### config.mk
export PLATFORM = sky130hd
export DESIGN_NAME = cpu_control
export DESIGN_NICKNAME = d
export VERILOG_FILES = /design/src/rtl/cpu_pkg.sv /design/src/rtl/cpu_alu.sv /design/src/rtl/cpu_control.sv
export SDC_FILE = /design/constraint.sdc
export NUM_CORES = 1
export LEC_CHECK = 0
export BUFFER_PORTS_ARGS = -buffer_cell sky130_fd_sc_hd__buf_4
export CELL_PAD_IN_SITES_DETAIL_PLACEMENT = 0
export CELL_PAD_IN_SITES_GLOBAL_PLACEMENT = 1
export CORE_ASPECT_RATIO = 1.75
export CORE_MARGIN = 1
export CORE_UTILIZATION = 31
export CTS_CLUSTER_SIZE = 8
export DETAILED_ROUTE_END_ITERATION = 10
export PLACE_DENSITY_LB_ADDON = 0.12
export SETUP_SLACK_MARGIN = 0.15
export SYNTH_ARGS = -nofsm -noshare
export SYNTH_HDL_FRONTEND = slang
export SYNTH_SLANG_ARGS = --single-unit
export TNS_END_PERCENT = 1
### constraint.sdc
create_clock -name clk -period 7.55 [get_ports clk]
set_input_delay 1.51 -clock clk [delete_from_list [all_inputs] [get_ports clk]]
set_output_delay 1.51 -clock clk [all_outputs]
set_load 0.05 [all_outputs]
### src/rtl/cpu_pkg.sv
// ---------------------------------------------------------------------------
// cpu_pkg
// Shared constants for the multi-cycle CPU controller: default widths,
// opcode values, the FSM state encoding and a small opcode classifier.
// Imported by cpu_alu and cpu_control.
// ---------------------------------------------------------------------------
package cpu_pkg;

   localparam int ADDR_W_DEF = 8;
   localparam int DATA_W_DEF = 16;
   localparam int OPC_W_DEF  = 4;
   localparam int STATE_W    = 3;

   localparam logic [3:0] OP_NOP   = 4'h0;
   localparam logic [3:0] OP_LOAD  = 4'h1;
   localparam logic [3:0] OP_STORE = 4'h2;
   localparam logic [3:0] OP_ADD   = 4'h3;
   localparam logic [3:0] OP_SUB   = 4'h4;
   localparam logic [3:0] OP_AND   = 4'h5;
   localparam logic [3:0] OP_JMP   = 4'h6;
   localparam logic [3:0] OP_JZ    = 4'h7;
   localparam logic [3:0] OP_LDI   = 4'h8;
   localparam logic [3:0] OP_HALT  = 4'hF;

   typedef enum logic [STATE_W-1:0] {
      FETCH0 = 3'd0,
      FETCH1 = 3'd1,
      FETCH2 = 3'd2,
      DECODE = 3'd3,
      MEM_RD = 3'd4,
      MEM_WR = 3'd5,
      EXEC   = 3'd6,
      HALT   = 3'd7
   } state_e;

   // Opcodes that read an operand from memory and then finish in EXEC.
   function automatic logic is_alu_op(input logic [3:0] op);
      return (op == OP_LOAD) || (op == OP_ADD) || (op == OP_SUB) || (op == OP_AND);
   endfunction

endpackage

### src/rtl/cpu_alu.sv
// ---------------------------------------------------------------------------
// cpu_alu
// Purely combinational accumulator ALU used in the EXEC state.
// Ports:
//   op_i      opcode of the instruction being executed
//   acc_i     current accumulator
//   mdr_i     operand fetched from memory
//   result_o  LOAD: mdr, ADD: acc+mdr, SUB: acc-mdr, AND: acc&mdr (mod 2^DATA_W)
//   zero_o    result_o == 0
// ---------------------------------------------------------------------------
module cpu_alu
   import cpu_pkg::*;
#(
   parameter int DATA_W = DATA_W_DEF,
   parameter int OPC_W  = OPC_W_DEF
) (
   input  logic [OPC_W-1:0]  op_i,
   input  logic [DATA_W-1:0] acc_i,
   input  logic [DATA_W-1:0] mdr_i,
   output logic [DATA_W-1:0] result_o,
   output logic              zero_o
);

   always_comb begin
      result_o = mdr_i;
      case (op_i)
         OP_ADD:  result_o = acc_i + mdr_i;
         OP_SUB:  result_o = acc_i - mdr_i;
         OP_AND:  result_o = acc_i & mdr_i;
         default: result_o = mdr_i;
      endcase
   end

   assign zero_o = (result_o == '0);

endmodule

### src/rtl/cpu_control.sv
// ---------------------------------------------------------------------------
// cpu_control
// Multi-cycle fetch/decode/execute controller. Reads the current register
// bank values (*_reg) and produces their next-state values (*_next) every
// cycle; the register bank itself lives outside this block. Also drives the
// single-port memory request/ready handshake.
// Ports:
//   clk, rst            clock (rising edge), synchronous active-low reset
//   PC/IR/ACC/MDR/MAR/zflag _reg   current register values
//   PC/IR/ACC/MDR/MAR/zflag _next  next-state values (hold by default)
//   mem_req, mem_we     request (Moore, from state only) and write enable
//   mem_addr, mem_wdata MAR_reg and MDR_reg
//   mem_rdata, mem_ready read data / completion
//   halted              high in HALT
//   state               FSM state code for debug
//   illegal_op          only when ILLEGAL_TRAP_EN is defined: sticky flag set
//                       when opcodes 9..E trap to HALT
// Configuration macro: ILLEGAL_TRAP_EN (undefined: opcodes 9..E act as NOP).
// ---------------------------------------------------------------------------
module cpu_control
   import cpu_pkg::*;
#(
   parameter int ADDR_W = ADDR_W_DEF,
   parameter int DATA_W = DATA_W_DEF,
   parameter int OPC_W  = OPC_W_DEF
) (
   input  logic              clk,
   input  logic              rst,
   input  logic [ADDR_W-1:0] PC_reg,
   input  logic [DATA_W-1:0] IR_reg,
   input  logic [DATA_W-1:0] ACC_reg,
   input  logic [DATA_W-1:0] MDR_reg,
   input  logic [ADDR_W-1:0] MAR_reg,
   input  logic              zflag_reg,
   output logic [ADDR_W-1:0] PC_next,
   output logic [DATA_W-1:0] IR_next,
   output logic [DATA_W-1:0] ACC_next,
   output logic [DATA_W-1:0] MDR_next,
   output logic [ADDR_W-1:0] MAR_next,
   output logic              zflag_next,
   output logic              mem_req,
   output logic              mem_we,
   output logic [ADDR_W-1:0] mem_addr,
   output logic [DATA_W-1:0] mem_wdata,
   input  logic [DATA_W-1:0] mem_rdata,
   input  logic              mem_ready,
`ifdef ILLEGAL_TRAP_EN
   output logic              illegal_op,
`endif
   output logic              halted,
   output logic [2:0]        state
);

   state_e state_q, state_d;

   logic [OPC_W-1:0]  opc;
   logic [ADDR_W-1:0] addr_a;
   logic [DATA_W-1:0] alu_result;
   logic              alu_zero;
   logic              unused_ir_bits;

   assign opc    = IR_reg[DATA_W-1 -: OPC_W];
   assign addr_a = IR_reg[ADDR_W-1:0];
   // IR bits between the opcode and the address field carry no meaning.
   assign unused_ir_bits = ^IR_reg[DATA_W-OPC_W-1:ADDR_W];

   assign mem_addr  = MAR_reg;
   assign mem_wdata = MDR_reg;
   assign state     = state_q;

   cpu_alu #(
      .DATA_W (DATA_W),
      .OPC_W  (OPC_W)
   ) u_alu (
      .op_i     (opc),
      .acc_i    (ACC_reg),
      .mdr_i    (MDR_reg),
      .result_o (alu_result),
      .zero_o   (alu_zero)
   );

`ifdef ILLEGAL_TRAP_EN
   logic illegal_q, illegal_d;
   assign illegal_op = illegal_q;

   always_ff @(posedge clk) begin
      if (!rst) illegal_q <= 1'b0;
      else      illegal_q <= illegal_d;
   end
`endif

   always_ff @(posedge clk) begin
      if (!rst) state_q <= FETCH0;
      else      state_q <= state_d;
   end

   always_comb begin
      state_d    = state_q;
      PC_next    = PC_reg;
      IR_next    = IR_reg;
      ACC_next   = ACC_reg;
      MDR_next   = MDR_reg;
      MAR_next   = MAR_reg;
      zflag_next = zflag_reg;
      mem_req    = 1'b0;
      mem_we     = 1'b0;
      halted     = 1'b0;
`ifdef ILLEGAL_TRAP_EN
      illegal_d  = illegal_q;
`endif

      case (state_q)
         FETCH0: begin
            MAR_next = PC_reg;
            state_d  = FETCH1;
         end
         FETCH1: begin
            mem_req = 1'b1;
            if (mem_ready) begin
               MDR_next = mem_rdata;
               state_d  = FETCH2;
            end
         end
         FETCH2: begin
            IR_next = MDR_reg;
            PC_next = PC_reg + ADDR_W'(1);   // natural wrap FF -> 00
            state_d = DECODE;
         end
         DECODE: begin
            state_d = FETCH0;
            if (is_alu_op(opc)) begin
               MAR_next = addr_a;
               state_d  = MEM_RD;
            end else begin
               case (opc)
                  OP_NOP: state_d = FETCH0;
                  OP_STORE: begin
                     MAR_next = addr_a;
                     MDR_next = ACC_reg;
                     state_d  = MEM_WR;
                  end
                  OP_JMP: PC_next = addr_a;
                  OP_JZ: begin
                     if (zflag_reg) PC_next = addr_a;
                  end
                  OP_LDI: begin
                     ACC_next   = {{(DATA_W-ADDR_W){1'b0}}, addr_a};
                     zflag_next = (addr_a == '0);
                  end
                  OP_HALT: state_d = HALT;
                  default: begin
`ifdef ILLEGAL_TRAP_EN
                     illegal_d = 1'b1;
                     state_d   = HALT;
`else
                     state_d   = FETCH0;
`endif
                  end
               endcase
            end
         end
         MEM_RD: begin
            mem_req = 1'b1;
            if (mem_ready) begin
               MDR_next = mem_rdata;
               state_d  = EXEC;
            end
         end
         MEM_WR: begin
            mem_req = 1'b1;
            mem_we  = 1'b1;
            if (mem_ready) state_d = FETCH0;
         end
         EXEC: begin
            ACC_next   = alu_result;
            zflag_next = alu_zero;
            state_d    = FETCH0;
         end
         HALT: begin
            halted = 1'b1;
         end
         default: state_d = FETCH0;
      endcase

      // Reset overrides everything, including an in-flight transfer.
      if (!rst) begin
         state_d    = FETCH0;
         PC_next    = '0;
         IR_next    = '0;
         ACC_next   = '0;
         MDR_next   = '0;
         MAR_next   = '0;
         zflag_next = 1'b0;
         mem_req    = 1'b0;
         mem_we     = 1'b0;
         halted     = 1'b0;
`ifdef ILLEGAL_TRAP_EN
         illegal_d  = 1'b0;
`endif
      end
   end

endmodule

; ---- Word level (Yosys, flattened, before mapping)
; Cells that the tools add are included.
[op_classes]
n_reduce_logical = 10
muxes = 37
eq_ne = 19
add_sub_neg = 3
bitwise = 1
[op_table]
columns = cell, count
row1 = $mux 16, 9
row2 = $pmux 16 s2, 2
row3 = $mux 8, 6
row4 = $pmux 16 s3, 1
row5 = $pmux 8 s2, 3
row6 = $pmux 3 s7, 1
row7 = $add 16x16->16, 1
row8 = $and 16x16->16, 1
row9 = $eq 4x3->1 const B, 4
row10 = $logic_not 16->1, 1
row11 = $sub 16x16->16, 1
row12 = $eq 3x3->1 const B, 4
row13 = $mux 3, 4
row14 = $mux 1, 9
row15 = $add 8x1->8 const B, 1
row16 = $eq 4x2->1 const B, 2
row17 = $eq 4x4->1 const B, 2
row18 = $logic_not 8->1, 1
row19 = $reduce_bool 7->1, 1
row20 = $eq 3x2->1 const B, 2
row21 = $ne 2x2->1 const B, 3
row22 = $pmux 3 s2, 1
row23 = $eq 4x1->1 const B, 1
row24 = $reduce_and 4->1, 1
row25 = other kinds (6), 8
[word_totals]
ff_bits = 3
in_bits = 84
wordCells = 71
output_inout_bits = 95

; ---- Logic depth before layout (Yosys ltp)
; Gate-level depths: netlist of the first run.
[depth]
depth_word = 7
depth_mapped = 16
ltp_nobuf = 15

; ---- By module
; A second synthesis of the first run with hierarchy kept.
[unflattened]
cells_unflattened = 561
hier_area_um2 = 3555.9
[modules_own_cells]
columns = module, cells_each, area_each_um2, n_inst, seq_area_each_um2
row1 = cpu_control, 339, 2043.2, 1, 60.1
row2 = cpu_alu, 222, 1512.7, 1, 0.0

; ---- Worst setup path before layout of the first run
; OpenSTA, ideal clock, no wires.
[synth_path]
path_type = input-to-output
from = input port IR_reg[13]
to = output port ACC_next[15]
cell_stages = 16
required_time_ns = 6.040
n_path_buf = 2
arrival_ns = 5.536
setup_slack_ns = 0.504
path_cell_list = buf_2 > nand2b_1 > nor3_1 > clkbuf_1 > nor2_1 > xnor2_1 > ha_1 > a21o_1 > a221oi_2 > nand3_1 > a31oi_1 > o21bai_1 > xor2_1 > mux2_4 > or3_1 > o22ai_1
[synth_between]
elab_chain_len = 7
word_cells_on_any_way = 13
cone_classes = eq/ne: 5 / mux: 5 / reduce/logical: 3
[synth_lines]
columns = element, line_no
row1 = "start, declared", cpu_control.sv:30  ; input logic [DATA_W-1:0] IR_reg,
row2 = $eq 4x1->1 / $eq 4x2->1 (equally long branches), "cpu_pkg.sv:38, cpu_alu.sv:26"
row3 = $logic_or 1x1->1 (3 in a row), cpu_pkg.sv:38  ; return (op == OP_LOAD) || (op == OP_ADD) || (op == OP_SUB) || (op == OP_AND);
row4 = $mux 16, cpu_control.sv:131  ; if (is_alu_op(opc)) begin
row5 = $pmux 16 s2 (*), cpu_control.sv:112  ; case (state_q)
row6 = $mux 16 (*), cpu_control.sv:186  ; if (!rst) begin
row7 = "end, declared", cpu_control.sv:37  ; output logic [DATA_W-1:0] ACC_next,
; Mark *: on every way between the ends. The rest lies on a longest branch, timed or not.

; ---- Worst setup path in the final report of the first run
[layout_path]
from = input port MDR_reg[2]
to = output port ACC_next[15]
[layout_between]
elab_chain_len = 4
word_cells_on_any_way = 5
cone_classes = add/sub: 2 / mux: 3
[layout_lines]
columns = element, line_no
row1 = "start, declared", cpu_control.sv:32  ; input logic [DATA_W-1:0] MDR_reg,
row2 = $sub 16x16->16 / $add 16x16->16 (equally long branches), "cpu_alu.sv:28, cpu_alu.sv:27"
row3 = $pmux 16 s3 (*), cpu_alu.sv:26  ; case (op_i)
row4 = $pmux 16 s2 (*), cpu_control.sv:112
row5 = $mux 16 (*), cpu_control.sv:186
; Marked as above.

==> results.txt, run 1 <==
----------------------------------------------------
[Place]
  IO Port Bufs ... 178
  Placer congestion estimate ... 0.897
  Area after detailed placement ... 0.00461 mm2
  Cell total after placement ... 801
  Total half-perimeter wirelength after legalization and detailed placement ... 12400 um

[Timing]
  Achievable frequency ... 0.144 GHz
  Fin Clk Skew ... 0.000115 ns
  Worst hold slack ... 0.661 ns
  RSZ-0062 raised after global routing ... false
  Period Utilization, post-route ... 92.0%
  Total negative slack for setup checks ... 0 ns
  Final Hold Vio Count ... 0
  Minimum clock period ... 6.95 ns
  Max-slew violations ... 0
  Final number of setup-violating endpoints ... 0
  Normalized max-slew margin ... 27.9%
  Slew @ Worst Pin ... 1.07 ns

[Logic synthesis]
  Avg Synthesized Cell Area ... 6.19 um2
  Synth Flop Type ... sky130_fd_sc_hd__dfxtp_1
  Syn Inst Count ... 544
  Synth top cells by count ... sky130_fd_sc_hd__nand2_1 (111), sky130_fd_sc_hd__a21boi_0 (46), sky130_fd_sc_hd__nor2_1 (39)
  Synth unique cells ... 64
  Share of the synthesized area in the top cell type ... 12.4%
  Number of enable flip-flop cells after synthesis ... 0
  Seq/Total Area, Yosys ... 1.78%
  Largest cells by area after synthesis ... sky130_fd_sc_hd__nand2_1 (12%), sky130_fd_sc_hd__a21boi_0 (10%), sky130_fd_sc_hd__a22oi_1 (8.2%)
  Post-synth top area cell ... sky130_fd_sc_hd__nand2_1
  Warnings, synthesis ... 0
  Cell with the most instances after synthesis ... sky130_fd_sc_hd__nand2_1
  Cell area after synthesis ... 0.00337 mm2
  Mapped Nets ... 647
  Share of synthesized flip-flops with an asynchronous set or reset ... 0%
  Flops & latches, synth ... 3

[Global routing]
  Via count of the first global-routing pass ... 4497
  Global-route wire length before repair ... 24200 um
  Total Routing Usage GR ... 27.8%
  Antenna violations before repair ... 0
  Overflow left after global routing ... 0
  Maximum number of pins on one net before global-route repair ... 72

[Worst setup path]
  Kind of start point of the critical path ... primary input
  Cells traversed along the worst timing path ... buf_4, nor3_1, nand2_1, nor2_1, nor2_1, xnor2_1, ha_1, and3_1, a221oi_2, nand3_1, a31oi_1, o21bai_1, xor2_1, mux2_4, or3_1, o22ai_1, buf_4
  Required time of the critical path ... 6.04 ns
  Maximum cell stage delay along the critical path ... 0.39 ns
  Type of the worst setup path ... primary input to output pin
  Maximum fanout along the worst path ... 8
  Crit. End Element ... output pin
  Crit path max-delay cell type ... sky130_fd_sc_hd__nor2_1
  Data arrival, critical path ... 5.44 ns
  Worst reg2reg setup slack ... 4.83 ns

[CTS]
  Maximum level of the CTS H-tree ... 1
  Worst-skew pair later-pin latency ... 0.22 ns
  Number of buffers on the longest clock path ... 2
  TritonCTS clock tree ... done
  Number of buffers created by CTS ... 3
  Hold-fix buffers at CTS ... 0
  Master cell of the clock root buffer ... sky130_fd_sc_hd__clkbuf_16
  Post-cts repair resize count ... 0
  Setup Fix Bufs, Post-CTS ... 0
  Clk pin slew, worst setup/hold paths ... 0.03 ns
  Clk sink count ... 3

[Final layout]
  Share of layout cells above drive strength 1 ... 30.7%
  Synth-to-layout area growth ... 39.3%
  Largest register FFs ... 3
  Multi-input gate area ... 0.00295 mm2
  Total of fill cells in the finished design ... 1190
  N_diodes ... 0
  Post-Route Utilization ... 44.1%
  Final Cell Area ... 0.00469 mm2
  FF+latch area ... 60.1 um2
  Non-filler cells, final ... 805
  Number of nets in the finished design ... 779

[Floorplanning]
  Count of boundary I/O pins ... 179
  Placeable core region ... 0.0106 mm2
  DIE HEIGHT ... 140 um
  Floorplan die area ... 0.0113 mm2
  Horiz. Die Dim ... 80.8 um
  Initial standard-cell utilization of the core ... 31.7%
  Number of rows in the core area ... 50

[Route]
  Top metal layer carrying routed signals ... met4
  Wire length after detailed routing ... 16000 um
  Routed length on met2 ... 9060 um
  Post-route antenna net violation count ... 0
  Met3 layer wire length in the routed design ... 817 um
  Via density per instance ... 5.72
  Routed wire length per instance ... 19.9 um
  Via count ... 4606
  DRC Markers ... 0
  First-pass iteration count of the detailed router ... 5
  M1 WL ... 5580 um
  Count of routing violations after the opening detailed-route iteration ... 269

[Pwr]
  PD cells ... 118 mW/mm2
  Worst-case vdd ir drop ... 80.1 uV
  Static Leak ... 2.19 nW

[Worst hold path]
  Worst hold-check path type ... register to register

[Run status]
  Status ... completed

[Flow run]
  MaxCap Viol Count ... 0

----------------------------------------------------
-- routing by layer --
metal	global-route usage [%]	vias up
li1	-	2208
met1	29.0	2177
met2	55.0	187
met3	1.69	34
met4	10.7	0
met5	0	-
-- final cells by class --
class / instances / share of cell area (%)
well taps: 130 / 3.47
clock buffers: 4 / 1.68
multi-input cells: 470 / 62.9
repair buffers: 186 / 29.8
inverters: 12 / 0.960
flip-flops and latches: 3 / 1.28
-- per-stage QoR --
step	setup slack (ns)	power, mW
floorplan	0.504	0.322
global placement	0.743	0.465
detailed placement	0.629	0.467
CTS	0.630	0.553
global route	0.411	0.585
finish	0.603	0.553
-- worst paths after layout --
check                           startpoint      endpoint  depth (start not counted)
worst max-delay path            MDR_reg[2]  ACC_next[15]                         17
worst min-delay path              state[2]      state[2]                          2
worst max register to register    state[1]      state[0]                          5
worst min register to register    state[2]      state[2]                          2
-- critical path: cells and delay by family --
family,cells,cell delay [ns]
xor+xnor,2,0.40
compound gates,4,0.81
mux,1,0.33
simple gates,7,1.64
fa+ha+maj,1,0.35
buf+inv,2,0.38
-- layout by cell type, fill, tap and decap left out, types with 6 or more instances in the layout --
cell type,count
sky130_fd_sc_hd__a21boi_0,46
sky130_fd_sc_hd__a21o_1,6
sky130_fd_sc_hd__a21oi_1,27
sky130_fd_sc_hd__a22oi_1,37
sky130_fd_sc_hd__a31oi_1,6
sky130_fd_sc_hd__and2_1,9
sky130_fd_sc_hd__and3_1,8
sky130_fd_sc_hd__buf_4,186
sky130_fd_sc_hd__ha_1,18
sky130_fd_sc_hd__inv_1,12
sky130_fd_sc_hd__nand2_1,111
sky130_fd_sc_hd__nand3_1,12
sky130_fd_sc_hd__nor2_1,39
sky130_fd_sc_hd__nor2b_1,9
sky130_fd_sc_hd__nor3_1,11
sky130_fd_sc_hd__o21a_1,6
sky130_fd_sc_hd__o21ai_0,20
sky130_fd_sc_hd__o22ai_1,10
sky130_fd_sc_hd__xnor2_1,18
sky130_fd_sc_hd__xor2_1,9
-- where the power goes --
part           total (mW)  internal (mW)  switching (mW)
logic               0.447          0.158           0.289
clock network      0.0840         0.0697          0.0143
registers          0.0226         0.0172         0.00549
total               0.553          0.244           0.309
-- kinds of logic (layout without fill, tap and decap cells) --
| family | count (synthesis) | after routing | share of synthesized area [%] |
|---|---|---|---|
| AND/OR/NAND/NOR | 230 | 230 | 32.2 |
| AO/OA/AOI/OAI | 191 | 191 | 39.7 |
| buffers and inverters | 71 | 202 | 10.9 |
| XOR/XNOR | 27 | 27 | 7.02 |
| adder cells (fa/ha/maj) | 19 | 19 | 7.28 |
| multiplexers | 3 | 3 | 1.04 |
| flip-flops | 3 | 3 | 1.78 |
(Power assumes the default switching activity.)
==> run 2, diff against run 1 <==
--- a/config.mk
+++ b/config.mk
@@ -5,7 +5,7 @@
 export SDC_FILE = /design/constraint.sdc
 export NUM_CORES = 1
 export LEC_CHECK = 0
-export BUFFER_PORTS_ARGS = -buffer_cell sky130_fd_sc_hd__buf_4
+export BUFFER_PORTS_ARGS = -buffer_cell sky130_fd_sc_hd__buf_2
 export CELL_PAD_IN_SITES_DETAIL_PLACEMENT = 0
 export CELL_PAD_IN_SITES_GLOBAL_PLACEMENT = 1
 export CORE_ASPECT_RATIO = 1.75
==> run 2 against run 1 <==
First-iteration DRC count shrank 35%. Die area is the same. Critical path type unchanged. Largest cell class unchanged. Worst setup slack gained 0.026 ns. Combinational power shrank 8.3%. Via count shrank 0.63%.
==> results.txt, run 2 (same netlist as run 1, synthesis figures left out) <==
----------------------------------------------------
[Run status]
  Status ... completed

[Place]
  IO Port Bufs ... 178 (unchanged)
  Cell total after placement ... 804 (+0.37%)
  Placer congestion estimate ... 0.893 (-0.43%)
  Placement-stage worst setup slack ... 0.654 ns (+0.0258 ns)
  Area after detailed placement ... 0.00419 mm2 (-9.2%)
  Total half-perimeter wirelength after legalization and detailed placement ... 12000 um (-3.2%)

[Floorplanning]
  Initial standard-cell utilization of the core ... 31.7% (unchanged)
  Horiz. Die Dim ... 80.8 um (unchanged)
  DIE HEIGHT ... 140 um (unchanged)
  Floorplan die area ... 0.0113 mm2 (unchanged)
  Placeable core region ... 0.0106 mm2 (unchanged)
  Number of rows in the core area ... 50 (unchanged)
  Count of boundary I/O pins ... 179 (unchanged)

[Pwr]
  Worst-case vdd ir drop ... 84.7 uV (+5.6%)
  Switching power summed over all nets ... 0.303 mW (-1.9%)
  Static Leak ... 2.09 nW (-4.5%)
  Power Internal ... 0.212 mW (-13%)
  Clock network fraction of design power ... 16.1% (+0.9 points)
  Combinational Power Share ... 79.6% (-1.1 points)
  Switching fraction of total power ... 58.8% (+3.0 points)
  PD cells ... 121 mW/mm2 (+2.3%)
  Share of total power in sequential cells ... 4.4% (+0.3 points)
  Post-route total power ... 0.515 mW (-6.9%)

[Route]
  Via density per instance ... 5.66 (-1.0%)
  Count of routing violations after the opening detailed-route iteration ... 176 (-35%)
  Post-route antenna net violation count ... 0 (unchanged)
  First-pass iteration count of the detailed router ... 4 (-1)
  Via count ... 4577 (-0.63%)
  Routed wire length per instance ... 19.1 um (-3.8%)
  DRC Markers ... 0 (unchanged)
  Wire length after detailed routing ... 15400 um (-3.5%)

[Worst setup path]
  Worst reg2reg path depth ... 5 (unchanged)
  Kind of start point of the critical path ... primary input
  Maximum cell stage delay along the critical path ... 0.46 ns (+0.07 ns)
  Crit. End Element ... output pin
  Critical register-to-register path endpoint ... state[0]
  Worst reg2reg setup slack ... 4.77 ns (-0.06 ns)
  Crit Reg-Reg Startpoint ... state[1]
  Cells traversed along the worst timing path ... buf_2, nand2b_1, or3_1, o21ai_0, inv_1, ha_1, or2_2, o2111ai_1, nand3_1, a31oi_1, o21bai_1, xor2_1, mux2_4, or3_1, o22ai_1, buf_2
  Category of cells accounting for the largest share of critical-path delay ... simple AND/OR/NAND/NOR gates
  Maximum fanout along the worst path ... 10 (+2)
  Required time of the critical path ... 6.04 ns (about the same)
  Data arrival, critical path ... 5.41 ns (-0.03 ns)
  Critical path buffer and inverter count ... 3 (+1)
  Crit path max-delay cell type ... sky130_fd_sc_hd__or3_1
  Type of the worst setup path ... primary input to output pin

[Timing]
  Final Hold Vio Count ... 0 (unchanged)
  Period Utilization, post-route ... 91.7% (-0.35 points)
  Minimum clock period ... 6.92 ns (-0.0261 ns)
  Slew @ Worst Pin ... 1.14 ns (+0.0672 ns)
  Normalized max-slew margin ... 23.3% (-4.5 points)
  Final Worst Setup Slack ... 0.629 ns (+0.0261 ns)
  Max-slew violations ... 0 (unchanged)
  Total negative slack for setup checks ... 0 ns (unchanged)
  Achievable frequency ... 0.144 GHz (+0.38%)
  Fin Clk Skew ... 0.000260 ns (+0.000144 ns)
  RSZ-0062 raised after global routing ... false
  Final number of setup-violating endpoints ... 0 (unchanged)
  Worst hold slack ... 0.655 ns (-0.00624 ns)

[Final layout]
  Final Cell Area ... 0.00427 mm2 (-9.0%)
  Most common library cell in the layout ignoring fill and taps ... sky130_fd_sc_hd__buf_2
  Share of layout cells above drive strength 1 ... 31.0% (+0.31 points)
  Total of fill cells in the finished design ... 1220 (+2.5%)
  N_diodes ... 0 (unchanged)
  Multi-input gate area ... 0.00295 mm2 (unchanged)
  Post-Route Utilization ... 40.1% (-4.0 points)
  Non-filler cells, final ... 808 (+0.37%)
  FF+latch area ... 60.1 um2 (unchanged)
  Number of nets in the finished design ... 782 (+0.39%)
  Leading cell types in the layout, fill and taps excluded ... sky130_fd_sc_hd__buf_2 (178), sky130_fd_sc_hd__nand2_1 (111), sky130_fd_sc_hd__a21boi_0 (46), sky130_fd_sc_hd__nor2_1 (39), sky130_fd_sc_hd__a22oi_1 (37)
  Largest register FFs ... 3 (unchanged)
  Synth-to-layout area growth ... 26.7%

[CTS]
  Clk sink count ... 3 (unchanged)
  Post-cts repair resize count ... 0 (unchanged)
  Master cell of the clock root buffer ... sky130_fd_sc_hd__clkbuf_16
  Maximum level of the CTS H-tree ... 1 (unchanged)
  Hold-fix buffers at CTS ... 0 (unchanged)
  Number of buffers on the longest clock path ... 2 (unchanged)
  Number of buffers created by CTS ... 3 (unchanged)
  Setup Fix Bufs, Post-CTS ... 0 (unchanged)
  Worst-skew pair later-pin latency ... 0.22 ns (about the same)
  Clk pin slew, worst setup/hold paths ... 0.03 ns (about the same)
  TritonCTS clock tree ... done

[Worst hold path]
  Hold worst-path end ... state[2]
  Min-Delay Path Depth ... 2 (unchanged)
  Worst hold-check path type ... register to register
  Hold Path Origin ... state[2]

[Flow run]
  MaxCap Viol Count ... 0 (unchanged)

[Global routing]
  Global-route wire length before repair ... 23600 um (-2.5%)
  Total Routing Usage GR ... 26.9% (-0.86 points)
  Overflow left after global routing ... 0 (unchanged)
  Via count of the first global-routing pass ... 4466 (-0.69%)
  Maximum number of pins on one net before global-route repair ... 72 (unchanged)
  Antenna violations before repair ... 0 (unchanged)

----------------------------------------------------
## run 2: cell types whose count changed in the layout (fill, tap and decap cells not counted)
| cell | previous run | this run |
|---|---|---|
| sky130_fd_sc_hd__buf_2 | 0 | 178 |
| sky130_fd_sc_hd__buf_4 | 186 | 11 |
## run 2: cell type report
| type | instances | share of cell area, % |
|---|---|---|
| inverter | 12 | 1.06 |
| timing repair buffer | 189 | 22.8 |
| tap | 130 | 3.81 |
| sequential | 3 | 1.41 |
| multi-input combinational | 470 | 69.1 |
| clock buffer | 4 | 1.85 |
## run 2: per-layer routing
metal	GRT usage (%)	wire length, um	vias up
met5	0	0	-
met4	11.1	597	0
met3	1.30	818	32
met2	52.6	8460	161
met1	28.7	5550	2168
li1	-	-	2216
## run 2: worst max-delay path by stage
stage | startpoint | end | slack, ns | cells past startpoint
final | IR_reg[13] | ACC_next[15] | 0.63 | 16
after global routing | IR_reg[13] | ACC_next[15] | 0.33 | 16
after global placement | IR_reg[13] | ACC_next[15] | 0.72 | 16
after CTS | IR_reg[13] | ACC_next[15] | 0.64 | 16
after floorplan | IR_reg[13] | ACC_next[15] | 0.50 | 16
after detailed placement | IR_reg[13] | ACC_next[15] | 0.65 | 16
## run 2: power groups by stage
stage               combinational [mW]  sequential [mW]  clock (mW)
global placement                 0.409           0.0227           0
global route                     0.441           0.0233      0.0856
detailed placement               0.409           0.0228           0
floorplan                        0.300           0.0220           0
CTS                              0.411           0.0226      0.0838
finish                           0.410           0.0224      0.0828
## run 2: worst min-delay path, stage by stage (launching register included)
cell and delay (ns):
sky130_fd_sc_hd__dfxtp_1 0.38, sky130_fd_sc_hd__a21oi_1 0.15, sky130_fd_sc_hd__nor3_1 0.06
